<file path="config.mk">
export PLATFORM = sky130hd
export DESIGN_NAME = wb_stage
export DESIGN_NICKNAME = d
export VERILOG_FILES = /design/src/rtl/wb_stage.sv
export SDC_FILE = /design/constraint.sdc
export NUM_CORES = 1
export LEC_CHECK = 0
export CORE_MARGIN = 2
export CORE_UTILIZATION = 48
export DETAILED_ROUTE_END_ITERATION = 10
export GPL_ROUTABILITY_DRIVEN = 0
export PLACE_DENSITY = 0.81
export SETUP_SLACK_MARGIN = 0.05
export SLEW_MARGIN = 20
export SYNTH_ARGS = -nofsm -noshare
export SYNTH_HDL_FRONTEND = slang
export SYNTH_SLANG_ARGS = --single-unit
export TNS_END_PERCENT = 100
</file>
<file path="constraint.sdc">
create_clock -name i_clock -period 2.5 [get_ports i_clock]
set_input_delay 0.25 -clock i_clock [delete_from_list [all_inputs] [get_ports i_clock]]
set_output_delay 0.25 -clock i_clock [all_outputs]
set_load 0.01 [all_outputs]
</file>
<file path="src/rtl/wb_stage.sv">
// Write-back stage: MEM/WB pipeline latch, sub-word load alignment, write-back source
// selection, retired-instruction counter and sticky halt for the debug unit.
module wb_stage #(
    parameter int unsigned NB_DATA  = 32,
    parameter int unsigned NB_REG   = 5,
    parameter int unsigned NB_PC    = 32,
    parameter int unsigned NB_COUNT = 32
) (
    input  logic                i_clock,
    input  logic                i_WB_reset,
    input  logic                i_WB_enable,
    input  logic                i_WB_flush,
    input  logic                i_WB_valid,
    input  logic                i_WB_reg_write,
    input  logic                i_WB_mem_to_reg,
    input  logic                i_WB_link,
    input  logic                i_WB_byte_en,
    input  logic                i_WB_halfword_en,
    input  logic                i_WB_word_en,
    input  logic                i_WB_unsigned,
    input  logic                i_WB_halt,
    input  logic [1:0]          i_WB_byte_offset,
    input  logic [NB_DATA-1:0]  i_WB_mem_data,
    input  logic [NB_DATA-1:0]  i_WB_alu_result,
    input  logic [NB_PC-1:0]    i_WB_pc,
    input  logic [NB_REG-1:0]   i_WB_write_reg,
    output logic [NB_DATA-1:0]  o_WB_write_data,
    output logic [NB_REG-1:0]   o_WB_write_reg,
    output logic                o_WB_reg_write,
    output logic                o_WB_halt,
    output logic [NB_COUNT-1:0] o_WB_retired
);

    typedef struct packed {
        logic               valid;
        logic               reg_write;
        logic               mem_to_reg;
        logic               link;
        logic               byte_en;
        logic               halfword_en;
        logic               word_en;
        logic               is_unsigned;
        logic               halt;
        logic [1:0]         byte_offset;
        logic [NB_DATA-1:0] mem_data;
        logic [NB_DATA-1:0] alu_result;
        logic [NB_PC-1:0]   pc;
        logic [NB_REG-1:0]  write_reg;
    } wb_latch_t;

    wb_latch_t           latch_q, latch_d;
    wb_latch_t           latch_in;
    logic [NB_COUNT-1:0] retired_q, retired_d;
    logic                halt_set;
    logic                capture_valid;

    // Halt is sticky by construction: once a valid HALT sits in the latch it is frozen.
    assign halt_set = latch_q.valid & latch_q.halt;

    always_comb begin
        latch_in             = '0;
        latch_in.valid       = i_WB_valid;
        latch_in.reg_write   = i_WB_reg_write;
        latch_in.mem_to_reg  = i_WB_mem_to_reg;
        latch_in.link        = i_WB_link;
        latch_in.byte_en     = i_WB_byte_en;
        latch_in.halfword_en = i_WB_halfword_en;
        latch_in.word_en     = i_WB_word_en;
        latch_in.is_unsigned = i_WB_unsigned;
        latch_in.halt        = i_WB_halt;
        latch_in.byte_offset = i_WB_byte_offset;
        latch_in.mem_data    = i_WB_mem_data;
        latch_in.alu_result  = i_WB_alu_result;
        latch_in.pc          = i_WB_pc;
        latch_in.write_reg   = i_WB_write_reg;
    end

    always_comb begin
        latch_d       = latch_q;
        retired_d     = retired_q;
        capture_valid = 1'b0;
        if (halt_set) begin
            latch_d = latch_q;
        end else if (i_WB_flush) begin
            latch_d = '0;
        end else if (i_WB_enable) begin
            latch_d       = latch_in;
            capture_valid = i_WB_valid;
        end
        if (capture_valid) begin
            retired_d = retired_q + NB_COUNT'(1);
        end
    end

    always_ff @(posedge i_clock) begin
        if (i_WB_reset) begin
            latch_q   <= '0;
            retired_q <= '0;
        end else begin
            latch_q   <= latch_d;
            retired_q <= retired_d;
        end
    end

    logic [7:0]         byte_sel;
    logic [15:0]        half_sel;
    logic [NB_DATA-1:0] load_data;

    always_comb begin
        unique case (latch_q.byte_offset)
            2'd0:    byte_sel = latch_q.mem_data[7:0];
            2'd1:    byte_sel = latch_q.mem_data[15:8];
            2'd2:    byte_sel = latch_q.mem_data[23:16];
            default: byte_sel = latch_q.mem_data[31:24];
        endcase
        half_sel = latch_q.byte_offset[1] ? latch_q.mem_data[31:16] : latch_q.mem_data[15:0];
    end

    // Missing size enables fall back to a full word load.
    always_comb begin
        load_data = latch_q.mem_data;
        if (latch_q.word_en) begin
            load_data = latch_q.mem_data;
        end else if (latch_q.halfword_en) begin
            load_data = {{(NB_DATA-16){half_sel[15] & ~latch_q.is_unsigned}}, half_sel};
        end else if (latch_q.byte_en) begin
            load_data = {{(NB_DATA-8){byte_sel[7] & ~latch_q.is_unsigned}}, byte_sel};
        end
    end

    // Zero-extend or truncate the return PC to the data width.
    logic [NB_PC+NB_DATA-1:0] pc_wide;
    assign pc_wide = {{NB_DATA{1'b0}}, latch_q.pc};

    always_comb begin
        o_WB_write_data = latch_q.alu_result;
        if (latch_q.link) begin
            o_WB_write_data = pc_wide[NB_DATA-1:0];
        end else if (latch_q.mem_to_reg) begin
            o_WB_write_data = load_data;
        end
    end

    assign o_WB_write_reg = latch_q.write_reg;
    assign o_WB_reg_write = latch_q.valid & latch_q.reg_write & ~latch_q.halt
                          & (latch_q.write_reg != '0);
    assign o_WB_halt      = halt_set;
    assign o_WB_retired   = retired_q;

endmodule

</file>
---- After elaboration in Yosys (flattened, before gate mapping) ----
Cells that the tools add are included.
operators by class
  equality and inequality tests ........... 2
  reduce and logical (&&, ||, !) cells .... 4
  $add $sub $neg .......................... 1
  bitwise gates (word level) .............. 9
  multiplexer cells ....................... 12
operators by type and width
  kind                   number
  $mux 112               2
  $mux 32                5
  $add 32x1->32 const B  1
  $pmux 8 s3             1
  $mux 16                1
  $and 1x1->1            6
  $reduce_bool 5->1      1
  $mux 1                 3
  $not 1->1              3
  $eq 2x1->1 const B     1
  $eq 2x2->1 const B     1
  $logic_not 2->1        1
  $reduce_and 2->1       1
  $reduce_bool 2->1      1
storage, ports and cells
  register bits after elaboration ......... 144
  output and inout bits ................... 71
  logic and storage cells ................. 43

---- Longest topological paths before layout ----
  depth in word-level cells ............... 8
  gate-level depth with buffers ........... 7
  gate-level depth less buffers ........... 6

---- Least setup slack after synthesis ----
OpenSTA, ideal clock, no wires.
  kind .................................... register to output
  start ................................... reg latch_q[102] in the netlist's numbering
  end ..................................... out o_WB_write_data[21]
  data arrival time ....................... 1749 ps
  cell stages (with the launch flop) ...... 8
  setup slack ............................. 501 ps
  path buffers ............................ 2
  cell sequence ........................... dfxtp_1 -> buf_2 -> mux2_2 -> a22oi_1 -> o21ai_1 -> buf_2 -> a21oi_1 -> o31ai_1
between the ends
  cells in the longest elaborated chain, start to end .. 8
  elaborated cells on any way between the ends .. 12
  those cells by class .................... 2 x eq/ne; 7 x mux; 2 x bitwise; 1 x reduce/logical
RTL lines
  what                                RTL line  text
  start, declared                     51        wb_latch_t latch_q, latch_d;
  start signal, assigned              100       latch_q <= latch_d;
  $eq 2x2->1 (tied with other cells)  110       unique case (latch_q.byte_offset)
  $pmux 8 s3                          110
  $and 1x1->1                         127       load_data = {{(NB_DATA-8){byte_sel[7] & ~latch_q.is_unsigned}}, byte_sel};
  $mux 32                             126       end else if (latch_q.byte_en) begin
  $mux 32 *                           124       end else if (latch_q.halfword_en) begin
  $mux 32 *                           122       if (latch_q.word_en) begin
  $mux 32 *                           139       end else if (latch_q.mem_to_reg) begin
  $mux 32 *                           137       if (latch_q.link) begin
  end, declared                       27        output logic [NB_DATA-1:0] o_WB_write_data,
Every way passes the cells marked *; elsewhere a longest branch is shown, timed or not.

---- Worst setup path in the final report ----
  start ................................... reg latch_q[101] in the netlist's numbering
  end ..................................... out o_WB_write_data[5]
between the ends
  cells in the longest elaborated chain, start to end .. 7
  elaborated cells on any way between the ends .. 9
  those cells by class .................... 2 x eq/ne; 6 x mux; 1 x reduce/logical
RTL lines
  what                                RTL line
  $eq 2x2->1 (tied with other cells)  110
  $pmux 8 s3 *                        110
  $mux 32 *                           126
  $mux 32 *                           124
  $mux 32 *                           122
  $mux 32 *                           139
  $mux 32 *                           137
Marks and branches as above.

==> results.py <==
metrics = {
    "status": {
        "status": "finished clean",
    },
    "logic_synthesis": {
        "synthArstFlopShare_pct": 0,
        "yosys_register_bits": 144,
        "ys_seq_area_share_pct": 43.8,
        "synth_edf_count": 0,
        "yosys_most_used_dff": "dfxtp_1",
        "synth_nets": 919,
        "synthDistinctLibCells": 48,
        "avgSynthCellArea_um2": 8.20,
        "syn_area_um2": 6580,
        "syn-instance-count": 802,
        "yosysWarnings": 0,
    },
    "placed_design": {
        "dpl_worst_slack_ps": 82.2,
        "dp_cells": 1125,
        "portBuffers": 186,
        "dp_hpwl_um": 13800,
    },
    "worst_setup_path": {
        "cp-end-kind": "primary output",
        "path_buf_inv": 3,
        "crit_type": "flip-flop to primary output",
        "path_common_cell": "buf_4",
        "arrival_ps": 2200,
        "cp-start-kind": "flip-flop",
        "cp_slowest_cell": "or3_1",
        "cpPeakStageDelay_ps": 370,
        "critPathMaxFanout": 4,
        "critPathRequiredTime_ps": 2250,
        "path_cells": "nor2b_4 > buf_4 > buf_4 > a22o_1 > a222oi_1 > or3_1 > a31oi_1 > clkbuf_2",
        "critPathTopFamily": "simple AND/OR/NAND/NOR gates",
    },
    "die": {
        "dieArea_um2": 14700,
        "io_pins": 187,
        "die_w_um": 121,
        "die_h_um": 121,
        "start_util_pct": 49.5,
        "core_um2": 13300,
        "rows": 42,
    },
    "clock_network": {
        "h-tree-depth": 4,
        "cts_hold_buf": 0,
        "clk_path_buf_depth": 2,
        "clock_latency_ps": 430,
        "clk_pin_slew_ps": 60,
        "cts_sinks": 144,
        "cts_root_buf": "clkbuf_16",
        "cts_tree": "built",
        "numCtsBuffers": 17,
    },
    "global_routing": {
        "grt_usage_pct": 28.0,
        "grt_pass1_wl_um": 32200,
        "antenna_found_initial": 0,
        "grt_pass1_vias": 6152,
        "grt_overflow": 0,
        "grt_max_degree": 113,
    },
    "power_and_ir_drop": {
        "p_leak_nw": 3.49,
        "peakVddDrop_mv": 0.477,
        "p_total_mw": 5.84,
        "power.density_nw_per_um2": 623,
    },
    "drt": {
        "routed_wl_um": 20700,
        "ant_nets": 0,
        "wl_met1_um": 9050,
        "vias": 6834,
        "top_layer": "met4",
        "route.met2.wl_um": 9530,
        "drc": 0,
        "drtIter0Drc": 726,
        "dr.pass1.iters": 6,
        "wire_per_inst_um": 17.8,
        "vias_per_cell": 5.87,
        "routed-wl-met3_um": 1690,
    },
    "timing": {
        "rsz0062_at_grt": "false",
        "slew_viol_final": 0,
        "fmax_mhz": 409,
        "fin_crit_sh_pct": 97.9,
        "min_period_ps": 2450,
        "worst_pin_slew_ps": 743,
        "layout_setup_ws_ps": 52.1,
        "max_slew_margin_pct": 50.5,
        "setup_viol": 0,
        "hold_viol": 0,
        "clock-skew-final_ps": 3.92,
    },
    "finish": {
        "mostFrequentLayoutCell": "nor2_1",
        "final_util_pct": 70.5,
        "fin_cells": 1164,
        "layout-drive-gt1-share_pct": 12.8,
        "final_nets": 1092,
        "final_cell_mix": "nor2_1 (159), clkdlybuf4s50_1 (153), dfxtp_1 (140)",
        "largest_reg_flops": 107,
        "diodes": 0,
        "syn2layout_area_growth_pct": 42.6,
    },
    "hold_path": {
        "hold_path_class": "input pin to flip-flop",
    },
    "flow_run": {
        "cap_violations": 0,
    },
}
==> worst reg2reg max path: stages, from the launching register on <==
cell,delay (ps)
dfxtp_1,400
ha_1,190
nand3_1,90
or4_1,610
nor2_4,160
nand3_1,130
mux2_4,320
==> final timing paths <==
kind,startpoint,endpoint,depth (start not counted),slack [ps]
worst max-delay path,latch_q[101],o_WB_write_data[5],8,50
worst min-delay path,i_WB_reset,latch_q[103],2,370
worst max register to register,o_WB_retired[0],o_WB_retired[26],6,490
worst min register to register,o_WB_retired[31],o_WB_retired[31],2,490
==> cells by family after synthesis <==
family,count (synthesis),synth area share (%)
and+or+nand+nor,308,21.3
xor gates and xnor gates,25,3.33
DFF,144,43.8
buffers and inverters,83,5.29
AOI/OAI and AO/OA,234,24.8
adders and majority gates,1,0.190
muxes,7,1.26
==> metrics by stage <==
step                hold slack (ps)  TNS, ps  instance area (µm²)
floorplan                       410        0                 6580
global placement                471        0                 8680
detailed placement              478        0                 8680
CTS                             367     -137                 9360
global route                    392        0                 9380
finish                          371        0                 9380
==> synthesized netlist by cell type (6+ instances only) <==
| cell type | number | area [µm²] |
|---|---|---|
| nor2_1 | 162 | 608 |
| dfxtp_1 | 144 | 2880 |
| a22oi_1 | 119 | 893 |
| nand2_1 | 70 | 263 |
| clkbuf_1 | 61 | 229 |
| a21oi_1 | 39 | 195 |
| o31ai_1 | 18 | 135 |
| o22ai_1 | 16 | 100 |
| xor2_1 | 15 | 131 |
| nand3_1 | 13 | 65.1 |
| inv_1 | 12 | 45.0 |
| nand4_1 | 10 | 62.6 |
| xnor2_1 | 10 | 87.6 |
| o21ai_0 | 9 | 45.0 |
| a31oi_1 | 8 | 50.1 |
| nor3_1 | 8 | 40.0 |
| and4_1 | 7 | 61.3 |
| nand2b_1 | 7 | 43.8 |
| nor2b_1 | 7 | 43.8 |
| or3_1 | 7 | 43.8 |
| mux2_2 | 6 | 67.6 |
==> layout make-up <==
type                    count  area (µm²)
inverters                  12        45.0
flip-flops and latches    144        2890
well taps                 176         220
repair buffers            225        2130
multi-input cells         575        3430
clock buffers              23         508
clock inverters             9         151
fillers                  1071        3920
==> layer usage <==
layer,vias up,GRT usage (%)
met4,0,10.2
met3,36,7.33
li1,3229,-
met5,-,0
met2,316,42.0
met1,3253,38.8
==> what timing repair did <==
item	in CTS	in global routing
pin swaps	2	12
gates resized for setup	53	57
gates cloned	0	1
endpoints found under the hold margin	0	0
buffers inserted	2	4
endpoints found under the setup margin	32	24
==> power by group <==
part           switching, mW  total [mW]  internal [mW]
clock network          0.958        2.78           1.82
registers             0.0530        2.41           2.36
logic                  0.311       0.653          0.342
total                   1.32        5.84           4.52
Note: power is estimated with default switching activity, not from simulation.
==> RTL edit 1: new RTL, same flow settings <==
Add an input register stage for `i_WB_unsigned`, with the module's reset; this delays it by one clock. The other inputs are not delayed to match.
--- a/src/rtl/wb_stage.sv
+++ b/src/rtl/wb_stage.sv
@@ -50,2 +50,12 @@
 
+    logic i_WB_unsigned_q;
+
+    always_ff @(posedge i_clock) begin
+        if (i_WB_reset) begin
+            i_WB_unsigned_q <= '0;
+        end else begin
+            i_WB_unsigned_q <= i_WB_unsigned;
+        end
+    end
+
     wb_latch_t           latch_q, latch_d;
@@ -68,3 +78,3 @@
         latch_in.word_en     = i_WB_word_en;
-        latch_in.is_unsigned = i_WB_unsigned;
+        latch_in.is_unsigned = i_WB_unsigned_q;
         latch_in.halt        = i_WB_halt;
Check against the original RTL: not equivalent (Yosys sat finds a counterexample within 4 cycles, from zero or initial values and one cycle with i_WB_reset high).
==> RTL edit 1 against the unedited design <==
Core utilization grew 1.3 points. Combinational power grew 6.9%. Wire length grew 2.2%. Total power shrank 2.5%. Final cell count shrank 2.7%. Sequential cell count grew 1. Clock power shrank 7.6%. First-iteration DRC count shrank 13%. Via count shrank 2.1%. Design area grew 1.0%. Setup slack gained 0.032 ns. Synthesized area shrank 1.5%. Largest power group unchanged.
==> RTL edit 1: results (changes against the unedited design) <==
final wirelength 21200 um (+2.2%); Worst EP arrival 2.17 ns (-0.03 ns); share of layout cells above drive strength 1 13.9% (+1.1 points); top post-synthesis cells by count nor2_1 (152), dfxtp_1 (145), a22oi_1 (118); initial antenna violation count 0 (unchanged); drt wl/cell 18.7 um (+5.0%); max reg flops 107 (unchanged); CTS Buffer Depth 2 (unchanged); Netlist cell types 53 (+10%); largest net degree at the start of global routing 71 (-37%); hold_ws 0.265 ns (-0.105 ns); worst r2r path cells 5 (-1); HP Start i_WB_reset; Leak Pwr 3.48 nW (-0.39%); Hold Crit Endpoint o_WB_retired[18]; clk slew on worst S/H paths 0.06 ns (about the same); CP endpoint o_WB_write_data[12]; maximum vdd drop 469 uV (-1.6%); FF-to-FF End o_WB_retired[30]; Synth Warn # 0 (unchanged); Crit Path Max Fanout 5 (+1); clock group power 0.00257 W (-7.6%); crit path max-delay cell type mux4_2; sequential-to-total area share from yosys stat 44.8% (+1.0 points); IO buf count 186 (unchanged); H-Tree Depth 4 (unchanged); synthesized instance count 765 (-4.6%); switching share of power 23.2% (+0.58 points); root buf cell clkbuf_16; delay-heaviest family, CP multiplexers; Syn Nets 882 (-4.0%); ys async rst share 0% (unchanged); Crit Reg-Reg Startpoint o_WB_retired[0]; CP max stage delay 0.54 ns (+0.17 ns); Clock Skew 0.00895 ns (+0.00503 ns); Final HPWL DP 14200 um (+3.0%); hold crit path type primary input to flip-flop; EDFF count, synth 0 (unchanged); initial drt markers 635 (-13%); period utilisation layout 96.6% (-1.3 points); vias in the first global route 6124 (-0.46%); P_seq approximately 0.0024 W; Antenna Cells 0 (unchanged); global-route wire length before repair 32200 um (about the same); hold path depth 2 (unchanged); Post-synth top flop dfxtp_1; fin nets 1063 (-2.7%); drt first pass iters 6 (unchanged); Worst R2R Setup Slack 0.21 ns (-0.28 ns); gr usage total 28.3% (+0.27 points); run status finished clean; Layout fillers 982 (-8.3%); Setup WS pre-CTS -0.221 ns (-0.303 ns); Synth area leaders dfxtp_1 (45%), a22oi_1 (14%), nor2_1 (8.8%), clkbuf_1 (3.5%), a21oi_1 (3.1%); Worst slew margin 69.4% (+19 points); Vias/cell 5.90 (+0.57%); clock latency on the worst-skew pair between 0.4 and 0.5 ns
==> RTL edit 1: cell count changes in the layout (fill, tap and decap cells not counted), moves of 10 or more <==
cell           unedited run  this run
clkbuf_2                 14         4
nand2_1                  70        31
dlygate4sd2_1            12        24
nor2_1                  159       149
o21ai_0                   8        18
o31ai_1                  17         2
==> RTL edit 1: area by class of cell <==
type	count	area share, %
clock buffers	21	4.97
clock inverters	9	1.40
inverters	17	0.673
multi-input cells	532	36.2
flip-flops and latches	145	30.7
well taps	176	2.32
repair buffers	233	23.7
==> RTL edit 1: cell families (layout without fill, tap and decap cells) <==
logic type,count (synthesis),after routing,share of synthesized area [%]
xor+xnor,17,17,2.30
mux,9,9,1.70
simple gates,269,269,19.8
fa+ha+maj,1,1,0.193
buf+inv,88,280,5.64
compound gates,236,236,25.5
flops,145,145,44.8
==> RTL edit 1: metal layers <==
| metal | track usage [%] | part of all wire (%) | routed length [um] | vias up |
|---|---|---|---|---|
| met5 | 0 | 0 | 0 | - |
| met3 | 7.60 | 9.4 | 1980 | 42 |
| met2 | 43.0 | 46 | 9780 | 332 |
| met1 | 38.9 | 42 | 8900 | 3161 |
| met4 | 9.63 | 2.4 | 506 | 0 |
| li1 | - | - | - | 3155 |
==> RTL edit 1: repair_timing <==
| action | 4_1_cts | 5_1_grt |
|---|---|---|
| gates resized for setup | 57 | 30 |
| buffers inserted | 1 | 4 |
| pin swaps | 2 | 4 |
| endpoints found under the setup margin | 32 | 11 |
==> RTL edit 1: through the flow <==
stage,setup TNS [ns],power (W),cell area [sq um],utilization (%)
final,0,0.00570,9480,71.8
after global routing,-0.00620,0.00589,9480,71.8
after CTS,-0.177,0.00571,9340,70.8
after detailed placement,-1.38,0.00316,8640,65.5
after global placement,-0.876,0.00315,8640,65.5
after floorplan,0,0.00277,6470,-
==> RTL edit 2: new RTL, config.mk and constraints unchanged <==
Made on the original files. Set the parameter `NB_COUNT` to 64 (it was 32).
--- a/src/rtl/wb_stage.sv
+++ b/src/rtl/wb_stage.sv
@@ -6,3 +6,3 @@
     parameter int unsigned NB_PC    = 32,
-    parameter int unsigned NB_COUNT = 32
+    parameter int unsigned NB_COUNT = 64
 ) (
Ports: changed (resized o_WB_retired); port bits go from 187 to 219. The function was not compared with the original's and may differ.
==> RTL edit 2 against the unedited design <==
The flow now finishes with violations (setup timing). Sequential cell count up 32. Synthesized area increased by 21%. Sequential share of layout area is 0.51 points higher. Synthesized cell count increased by 18%. Total power is 4.0% higher. Critical path depth increased by 1. Design area up 20%. Setup slack lost 0.13 ns. Combinational power rose by 4.0%. Wire length up 21%. Clock power is 11% lower.
==> RTL edit 2: results (changes against the unedited design) <==
run status finished with violations; failing checks setup timing; CP endpoint o_WB_write_data[17]; IO buf count 218 (+17%); xor/xnor share of the synthesized area 2.85% (-0.48 points); Via Count 8285 (+21%); Synth area leaders dfxtp_1 (44%), a22oi_1 (10%), nor2_1 (6.7%), a21oi_1 (4.6%), nand2_1 (3.3%); Crit Path Max Fanout 6 (+2); Synth Area in Adders 0.157% (-0.034 points); switching share of power 25.3% (+2.7 points); post-layout worst setup margin -0.0767 ns (-0.129 ns); fin nets 1276 (+17%); met3 routed WL 2090 um (+24%); Worst EP arrival 2.33 ns (+0.13 ns); WL met1 10300 um (+14%); Layout fillers 1304 (+22%); global-route wire length before repair 39300 um (+22%); Crit Reg-Reg Startpoint o_WB_retired[46]; Netlist cell types 56 (+17%); Placed Cells 1351 (+20%); P_seq 0.00292 W (+21%); share of layout cells above drive strength 1 14.8% (+2.1 points); worst slew pin tran 0.666 ns (-0.0766 ns); drt wl/cell 18.0 um (+1.3%); Worst R2R Setup Slack 0.34 ns (-0.15 ns); Setup WS pre-CTS 0.0438 ns (-0.0384 ns); Setup-failing EPs final 15 (+15); setup tns final -0.471 ns (-0.471 ns); met2 usage 44.2% (+2.2 points); GR Layer Usage met3 6.70% (-0.63 points); synthesized instance count 947 (+18%); FF-to-FF End o_WB_retired[63]; initial drt markers 826 (+14%)
## RTL edit 2: cell types whose count changed in the layout (fill, tap and decap cells not counted), sizes merged, moves of 14 or more
cell | unedited run | this run
nand4 | 10 | 27
a21oi | 39 | 73
nor2 | 163 | 144
or4 | 4 | 20
nand3 | 13 | 27
or3 | 7 | 21
clkdlybuf4s50 | 153 | 185
o21ai | 10 | 27
dfxtp | 144 | 176
buf | 44 | 71
## RTL edit 2: cells by family after synthesis
logic type | count (synthesis)
muxes | 9
DFF | 176
adders and majority gates | 1
AOI/OAI and AO/OA | 284
xor gates and xnor gates | 26
and+or+nand+nor | 366
buffers and inverters | 85
## RTL edit 2: area by class of cell
cell class / count / area share [%]
flip-flops and latches: 176 / 31.4
clock buffers: 19 / 3.93
repair buffers: 270 / 22.6
clock inverters: 13 / 0.944
multi-input cells: 686 / 38.4
inverters: 8 / 0.267
well taps: 220 / 2.44
## RTL edit 2: worst reg2reg max path, delay by kind of cell, from the launching register on
family	cells	cell delay, ns
DFF	1	0.44
and+or+nand+nor	4	1.51
AOI/OAI and AO/OA	1	0.14
## RTL edit 2: how the worst min path moves through the flow
stage / to / slack, ns / cells after the start
2_1_floorplan: o_WB_retired[1] / 0.41 / 2
3_3_place_gp: latch_q[111] / 0.46 / 2
3_5_place_dp: latch_q[111] / 0.48 / 2
4_1_cts: o_WB_retired[21] / 0.33 / 2
5_1_grt: o_WB_write_reg[4] / 0.36 / 2
6_report: o_WB_retired[35] / 0.34 / 2
## RTL edit 2: per-stage QoR
stage	hold slack, ns	total power (W)
final	0.339	0.00608
after global routing	0.358	0.00629
after detailed placement	0.484	0.00364
after global placement	0.462	0.00363
after CTS	0.328	0.00610
after floorplan	0.410	0.00326
